--- src/rtl/mem_arbiter_pkg.sv ---
// Shared definitions for the byte-wide memory bus arbiter: widths, FSM states,
// requester identities and the I/O space selector.
package mem_arbiter_pkg;

    localparam int         DATA_WIDTH = 32;
    localparam int         RAM_WIDTH  = 8;
    localparam logic [1:0] IO_SEL     = 2'b11;

    typedef enum logic [1:0] {
        ST_IDLE,
        ST_READ,
        ST_WRITE,
        ST_DONE
    } state_t;

    typedef enum logic {
        OWNER_FETCH,
        OWNER_LS
    } owner_t;

    // Illegal sizes are widened to a full word.
    function automatic logic [2:0] size_to_bytes(input logic [2:0] size);
        case (size)
            3'd1:    return 3'd1;
            3'd2:    return 3'd2;
            default: return 3'd4;
        endcase
    endfunction

endpackage

--- src/rtl/mem_arbiter.sv ---
// Single-port scheduler for the byte-wide RAM/IO bus shared by the instruction
// fetcher and the load/store queue; sequences little-endian multi-byte accesses.
module mem_arbiter
    import mem_arbiter_pkg::*;
#(
    parameter logic [1:0] IO_HI_BITS = IO_SEL,
    parameter int         MAX_BYTES  = 4
) (
    input  logic                  clk,
    input  logic                  rst,
    input  logic                  ena,
    input  logic                  in_rollback,
    input  logic                  io_buffer_full,
    input  logic                  in_fetcher_ena,
    input  logic [DATA_WIDTH-1:0] in_fetcher_addr,
    output logic                  out_fetcher_ok,
    output logic [DATA_WIDTH-1:0] out_fetcher_data,
    input  logic                  in_ls_ena,
    input  logic                  in_ls_iswrite,
    input  logic [DATA_WIDTH-1:0] in_ls_addr,
    input  logic [DATA_WIDTH-1:0] in_ls_data,
    input  logic [2:0]            in_ls_size,
    output logic                  out_ls_ok,
    output logic [DATA_WIDTH-1:0] out_ls_data,
    output logic                  out_ram_rd_wt_flag,
    output logic [DATA_WIDTH-1:0] out_ram_addr,
    output logic [RAM_WIDTH-1:0]  out_ram_data,
    input  logic [RAM_WIDTH-1:0]  in_ram_data
);

    localparam int CNT_W = $clog2(MAX_BYTES + 2);
    localparam int IDX_W = $clog2(MAX_BYTES);

    state_t                               state;
    owner_t                               owner;
    owner_t                               last_grant;
    logic [CNT_W-1:0]                     cnt;
    logic [CNT_W-1:0]                     nbytes;
    logic [DATA_WIDTH-1:0]                base;
    logic [MAX_BYTES-1:0][RAM_WIDTH-1:0]  wbytes;
    logic [MAX_BYTES-1:0][RAM_WIDTH-1:0]  rbytes;
    logic [MAX_BYTES-1:0][RAM_WIDTH-1:0]  rd_word;
    logic                                 is_write;
    logic                                 wr_q;
    logic                                 fetch_ok_q;
    logic                                 ls_ok_q;

    logic             grant_fetch;
    logic             grant_ls;
    logic             stall_req;
    logic             stall;
    logic [CNT_W-1:0] cnt_p1;
    logic [CNT_W-1:0] cnt_m1;

    assign grant_fetch = in_fetcher_ena && (!in_ls_ena || last_grant == OWNER_LS);
    assign grant_ls    = in_ls_ena && !grant_fetch;
    assign stall_req   = (in_ls_addr[17:16] == IO_HI_BITS) && io_buffer_full;
    assign stall       = (base[17:16] == IO_HI_BITS) && io_buffer_full;
    assign cnt_p1      = cnt + CNT_W'(1);
    assign cnt_m1      = cnt - CNT_W'(1);

    // Byte sampled this edge merged into the word so the last byte lands with ok.
    always_comb begin
        rd_word = rbytes;
        rd_word[cnt_m1[IDX_W-1:0]] = in_ram_data;
    end

    // A frozen pipeline must never strobe a write; a flushed read never reports.
    assign out_ram_rd_wt_flag = wr_q & ena;
    assign out_fetcher_ok     = fetch_ok_q & ~in_rollback;
    assign out_ls_ok          = ls_ok_q & ~(in_rollback & ~is_write);

    always_ff @(posedge clk) begin
        if (rst) begin
            state            <= ST_IDLE;
            owner            <= OWNER_FETCH;
            last_grant       <= OWNER_LS;
            cnt              <= '0;
            nbytes           <= '0;
            base             <= '0;
            wbytes           <= '0;
            rbytes           <= '0;
            is_write         <= 1'b0;
            wr_q             <= 1'b0;
            fetch_ok_q       <= 1'b0;
            ls_ok_q          <= 1'b0;
            out_ram_addr     <= '0;
            out_ram_data     <= '0;
            out_fetcher_data <= '0;
            out_ls_data      <= '0;
        end else if (ena) begin
            fetch_ok_q <= 1'b0;
            ls_ok_q    <= 1'b0;
            case (state)
                ST_IDLE: begin
                    wr_q         <= 1'b0;
                    out_ram_addr <= '0;
                    out_ram_data <= '0;
                    if (!in_rollback && (grant_fetch || grant_ls)) begin
                        cnt    <= '0;
                        rbytes <= '0;
                        if (grant_fetch) begin
                            owner        <= OWNER_FETCH;
                            last_grant   <= OWNER_FETCH;
                            base         <= in_fetcher_addr;
                            nbytes       <= CNT_W'(MAX_BYTES);
                            is_write     <= 1'b0;
                            out_ram_addr <= in_fetcher_addr;
                            state        <= ST_READ;
                        end else begin
                            owner      <= OWNER_LS;
                            last_grant <= OWNER_LS;
                            base       <= in_ls_addr;
                            nbytes     <= CNT_W'(size_to_bytes(in_ls_size));
                            is_write   <= in_ls_iswrite;
                            wbytes     <= in_ls_data;
                            if (!in_ls_iswrite) begin
                                out_ram_addr <= in_ls_addr;
                                state        <= ST_READ;
                            end else begin
                                state <= ST_WRITE;
                                // Byte 0 goes out on the grant edge unless the UART is full.
                                if (!stall_req) begin
                                    wr_q         <= 1'b1;
                                    out_ram_addr <= in_ls_addr;
                                    out_ram_data <= in_ls_data[RAM_WIDTH-1:0];
                                    cnt          <= CNT_W'(1);
                                end
                            end
                        end
                    end
                end
                ST_READ: begin
                    if (in_rollback) begin
                        state        <= ST_IDLE;
                        cnt          <= '0;
                        out_ram_addr <= '0;
                    end else begin
                        cnt          <= cnt_p1;
                        out_ram_addr <= (cnt_p1 < nbytes) ? base + DATA_WIDTH'(cnt_p1) : '0;
                        if (cnt != '0)
                            rbytes[cnt_m1[IDX_W-1:0]] <= in_ram_data;
                        if (cnt == nbytes) begin
                            state <= ST_DONE;
                            cnt   <= '0;
                            if (owner == OWNER_FETCH) begin
                                fetch_ok_q       <= 1'b1;
                                out_fetcher_data <= rd_word;
                            end else begin
                                ls_ok_q     <= 1'b1;
                                out_ls_data <= rd_word;
                            end
                        end
                    end
                end
                ST_WRITE: begin
                    if (cnt == nbytes) begin
                        wr_q         <= 1'b0;
                        out_ram_addr <= '0;
                        out_ram_data <= '0;
                        cnt          <= '0;
                        ls_ok_q      <= 1'b1;
                        state        <= ST_DONE;
                    end else if (stall) begin
                        wr_q         <= 1'b0;
                        out_ram_addr <= '0;
                        out_ram_data <= '0;
                    end else begin
                        wr_q         <= 1'b1;
                        out_ram_addr <= base + DATA_WIDTH'(cnt);
                        out_ram_data <= wbytes[cnt[IDX_W-1:0]];
                        cnt          <= cnt_p1;
                    end
                end
                ST_DONE: state <= ST_IDLE;
                default: state <= ST_IDLE;
            endcase
        end
    end

endmodule
--- config.mk ---
export PLATFORM = sky130hd
export DESIGN_NAME = mem_arbiter
export DESIGN_NICKNAME = d
export VERILOG_FILES = /design/src/rtl/mem_arbiter_pkg.sv /design/src/rtl/mem_arbiter.sv
export SDC_FILE = /design/constraint.sdc
export NUM_CORES = 1
export LEC_CHECK = 0
export BUFFER_PORTS_ARGS = -buffer_cell sky130_fd_sc_hd__buf_2
export CAP_MARGIN = 15
export CORE_MARGIN = 2
export CORE_UTILIZATION = 40
export CTS_CLUSTER_DIAMETER = 150
export DETAILED_ROUTE_END_ITERATION = 16
export GPL_TIMING_DRIVEN = 0
export HOLD_SLACK_MARGIN = 0.15
export SYNTH_ARGS = -nofsm -noshare
export SYNTH_HDL_FRONTEND = slang
export SYNTH_SLANG_ARGS = --single-unit
--- constraint.sdc ---
create_clock -name clk -period 3.1 [get_ports clk]
set_clock_uncertainty 0.15 [all_clocks]
set_input_delay 0.465 -clock clk [delete_from_list [all_inputs] [get_ports clk]]
set_output_delay 0.465 -clock clk [all_outputs]
set_load 0.1 [all_outputs]
# == Word level (Yosys, flattened, before mapping) ==
# Cells that the tools add are included.
# classes
n_lt_le_gt_ge,4
muxes,61
eq_ne,12
n_addsub,4
reduce_logical,25
bitwise,9
# ops
cell,count
32-bit two-way mux,12
32-bit case mux with 3 select lines,1
32-bit by 3-bit adder with 32-bit output,2
8-bit two-way mux,8
32-bit case mux with 2 select lines,1
32-bit bitwise mux,1
1-bit two-way mux,19
3-bit two-way mux,6
8-bit binary-select mux with 2-bit select,1
8-bit demux with 2-bit select,1
8-bit case mux with 2 select lines,1
5-bit AND reduction,3
2-bit two-way mux,5
3-bit case mux with 3 select lines,1
2-bit == test (second input constant),4
2-bit case mux with 4 select lines,1
4-bit AND reduction,2
1-bit logical AND,6
2-bit by 3-bit less-than comparator with 1-bit output (second input constant),2
2-bit inequality test (second input constant),3
3-bit case mux with 2 select lines,1
2-bit AND reduction,3
3-bit nonzero test,2
1-bit inverter,5
other kinds (16),24
# totals
register_bits,214
in_bits,115
output_inout_bits,107
elab_cells,137

# == Depth between registers and ports, before layout ==
# depth
word_depth,9
depth_mapped,11
ltp_nobuf,9

# == Worst setup path after synthesis ==
# OpenSTA, ideal clock, no wires.
# synth_timing
path_kind,register to register
startpoint,register cnt[1]
endpoint,register out_ram_addr[19]
path_slack_ps,-295
n_path_buf,1
arrival_ps,3174
stages_incl_launch_ff,11
t_required_ps,2879
setup_time_ps,71
synth_period_minus_slack_ps,3395
cell_sequence,dfxtp_1 buf_1 inv_1 ha_1 ha_1 nor2b_1 o21ai_1 a32o_2 nand2_2 or4_1 a21oi_1
# synth_between
elab_chain_cells,5
word_cells_on_any_way,10
cone_classes,add/sub (3); order compare (1); eq/ne (1); mux (5)
# synth_rtl
item,line_no,source
start: declaration,mem_arbiter.sv:37,logic [CNT_W-1:0] cnt;
start signal: assignment,mem_arbiter.sv:139,cnt <= cnt_p1;
start signal: assignment,mem_arbiter.sv:172,cnt <= cnt_p1;
3-bit by 1-bit adder with 3-bit output,mem_arbiter.sv:59,assign cnt_p1 = cnt + CNT_W'(1);
32-bit by 3-bit adder with 32-bit output / 3-bit less-than comparator (equally long branches),mem_arbiter.sv:140,out_ram_addr <= (cnt_p1 < nbytes) ? base + DATA_WIDTH'(cnt_p1) : '0;
32-bit two-way mux,mem_arbiter.sv:140,
32-bit two-way mux,mem_arbiter.sv:134,if (in_rollback) begin
32-bit case mux with 3 select lines *,mem_arbiter.sv:94,case (state)
end signal: assignment,mem_arbiter.sv:108,out_ram_addr <= in_fetcher_addr;
end signal: assignment,mem_arbiter.sv:118,out_ram_addr <= in_ls_addr;
end signal: assignment,mem_arbiter.sv:140,
end: declaration,mem_arbiter.sv:26,"output logic [DATA_WIDTH-1:0] out_ram_addr,"
# Mark *: on every way between the ends. The rest lies on a longest branch, timed or not.
# A chain may end at the register's enable or synchronous reset.

# == Worst setup path after layout ==
# layout_timing
startpoint,register cnt[0]
endpoint,register out_ram_addr[24]
# The elaborated chain is that of the path after synthesis.

==> results.md <==
* Status: complete, no violations
* Clock sinks at roughly 210
* Core Area at ~26000 sq um
* Flops & latches, synth at ~210
* GPL Wtd Cong at about 1.0
* Largest cells by area after synthesis: dfxtp_1 40%, a211oi_1 7.6%, nor2_1 6.4%, nand2_1 4.9%, a21oi_1 4.7%
* Mapped Cells at between 1000 and 1500
* Io pins at around 220
* Clock slew at reported path FFs at 0.06 ns
* Number of global-route vias before repair at 11288
* Deepest clock path buffer count at 3
* Met3 usage at 0.0525
* Grt met2 use at 0.468
* Met1 Resource Use GR at 0.409
* Crit Path Max Fanout at 10
* Switch Pwr at ~2.5 mW
* Worst hold-check path type: input port to register
* Worst hold margin at 0.158 ns
* Final Worst Setup Slack at between 0.02 and 0.03 ns
* Post-route minimum period at 3.07 ns
* Power Dens Cells at roughly 540 nW/um^2
* Die width at 167 um
* CTS Buf Count at 25
* Tightest Pin Transition at 1.04 ns
* Final Cell Area at about 14000 sq um
* DP HPWL at approximately 30000 um
* GRT Total Usage at 0.297
* Async set-or-reset flop fraction in the synthesized netlist at 0
* Buffers on Ports at between 200 and 250
* Layout cells sized above 1 at 0.208
* Starting Density at 0.408
* WS Path Type: register to register
* Max cap viols at 0
* Initial antenna violation count at 0
* Combinational share of power at 0.215
* Syn avg cell area at around 8.3 sq um
* Most instantiated cells after synthesis: 214 x dfxtp_1, 182 x nor2_1, 140 x nand2_1
* Antenna viol nets, final at 0
* Yosys top cell area share at 0.403
* DR DRC count at 0
* Setup WS pre-CTS at -1.08 ns
* Final #Nets at approximately 1800
* Clk_lat worst skew at between 0.5 and 0.6 ns
* Vias per cell at 5.88
* Antenna cells at 0
* First-pass GRT wire length at 65400 um
* Internal power at around 5.0 mW
* Die span in y at about 170 um
* Fin crit share at 0.991
* Number of flops mapped to enable cells by yosys at 0
* Yosys warning total at 0
* Max H-tree Level at 1
* Sequential area share after synthesis at 0.403
* Worst path required time at around 3.3 ns
* DR vias at approximately 12000
* P&R area growth vs syn at 32.2%
* Top_reg_cell synth: dfxtp_1
* Final core occ at 0.539
* Crit path DAT at 3.30 ns
* Worst VDD drop at roughly 0.44 mV
* Net Count, Synth at approximately 1400
* Power share of the clock group at 0.392
* P_leak at approximately 5.4 nW
* Seq pwr share at 0.393
* Pin count of the biggest net entering global routing at 14
* Rows at a little under 60
* Initial DRC count at around 1200
* DP Area at 12100 sq um
* Total power at around 7.6 mW
* Wirelength per Cell at 21.8 um
* Grt ovf at 0
* Final WL at between 40000 and 50000 um
* Critical path startpoint category: register
* Grt peak-use layer: met2
* Synth cell types at between 70 and 80
* Fmax at roughly 0.33 GHz
* Final Hold Viols at 0
* Die area at approximately 28000 sq um
* Slew HR at 0.303
* CTS tree: done
* Mapped cell area at around 11000 sq um
* First drt pass iteration count at 6
* Setup violations, final at 0
* Switching part of the total at 0.333
* CTS root buf: clkbuf_16
* Worst setup EP type: register
* Top-count cell post-synth: dfxtp_1
* Synth area leader: dfxtp_1
* Slew Limit Fails at 0
worst max-delay path, stage by stage, from the launching register on:
cell,delay [ns]
dfxtp_4,0.38
clkbuf_8,0.18
inv_1,0.22
ha_4,0.27
fa_1,0.44
a21o_1,0.29
nand3_1,0.20
o22ai_1,0.16
a211oi_1,0.47
a21oi_1,0.14
metrics by stage:
step / instances / TNS (ns)
4_1_cts: 1977 / 0
6_report: 1978 / 0
2_1_floorplan: 1287 / 0
3_5_place_dp: 1835 / -27.21
5_1_grt: 1978 / -0.0209
3_3_place_gp: 1835 / -25.28
power by group through the flow:
stage	combinational, mW	clock [mW]	sequential [mW]
after floorplan	0.615	0	3.42
after global placement	1.46	0	3.03
after detailed placement	1.47	0	3.03
after CTS	1.59	3.00	2.97
after global routing	1.71	3.11	2.99
final	1.63	2.96	2.98
layout by cell type, fill, tap and decap left out, types with 14 or more instances in the layout:
master	synthesis	layout
buf_2	27	239
dfxtp_1	214	212
nor2_1	182	182
nand2_1	140	138
a211oi_1	108	108
a21oi_1	99	99
dlygate4sd3_1	0	96
clkbuf_1	67	65
o21ai_0	44	43
a22oi_1	38	38
mux2i_1	32	32
nor3_1	27	27
a32oi_1	27	26
clkbuf_16	0	25
inv_1	19	18
nand3_1	18	18
ha_1	19	18
nand4_1	15	15
a31oi_1	14	14
layer usage:
metal	wire (um)	vias up
met5	0	-
met3	3920	123
met4	1820	0
met1	18400	5482
met2	19000	633
li1	-	5402
path summary, 6_finish.rpt:
path	cells past startpoint	slack, ns	start	endpoint
setup / recovery	9	0.03	cnt[0]$_SDFFE_PP0P_	out_ram_addr[24]$_SDFFE_PP0P_
hold / removal	3	0.16	in_fetcher_addr[12]	base[12]$_SDFFE_PP0P_
setup reg to reg	9	0.03	cnt[0]$_SDFFE_PP0P_	out_ram_addr[24]$_SDFFE_PP0P_
hold reg to reg	2	0.30	wbytes[21]$_SDFFE_PP0P_	wbytes[21]$_SDFFE_PP0P_
flip-flops by register name, indices dropped and copies added (netlist names):
name	cells
last_grant	1
cnt	3
base	32
out_fetcher_data	32
wr_q	1
wbytes	32
rbytes	32
nbytes	3
out_ram_addr	32
out_ram_data	8
owner	1
ls_ok_q	1
state	2
fetch_ok_q	1
is_write	1
out_ls_data	32
cell type report:
cell class | count | area, sq um
Clock buffer | 31 | 678
Tap cell | 335 | 419
Timing Repair Buffer | 313 | 2060
Inverter | 21 | 82.6
Clock inverter | 13 | 139
Multi-Input combinational cell | 939 | 5860
Buffer | 112 | 513
Sequential cell | 214 | 4290
Fill cell | 2490 | 12000
cell families after synthesis:
logic type / Yosys count / synth area share
multiplexers: 40 / 0.0471
XOR/XNOR: 16 / 0.0132
flip-flops: 214 / 0.403
AND/OR/NAND/NOR: 445 / 0.191
AO/OA/AOI/OAI: 417 / 0.267
buffers and inverters: 134 / 0.0528
adder cells (fa/ha/maj): 21 / 0.0262
what timing repair did:
item                                   in CTS  in global routing
pin swaps                                   4                  0
gates resized for setup                    20                 15
hold buffers                               96                  0
setup endpoints to repair                  63                 59
setup buffers                               3                  1
endpoints found under the hold margin      72                  0
No activity file was read; power rests on OpenSTA's default activity.
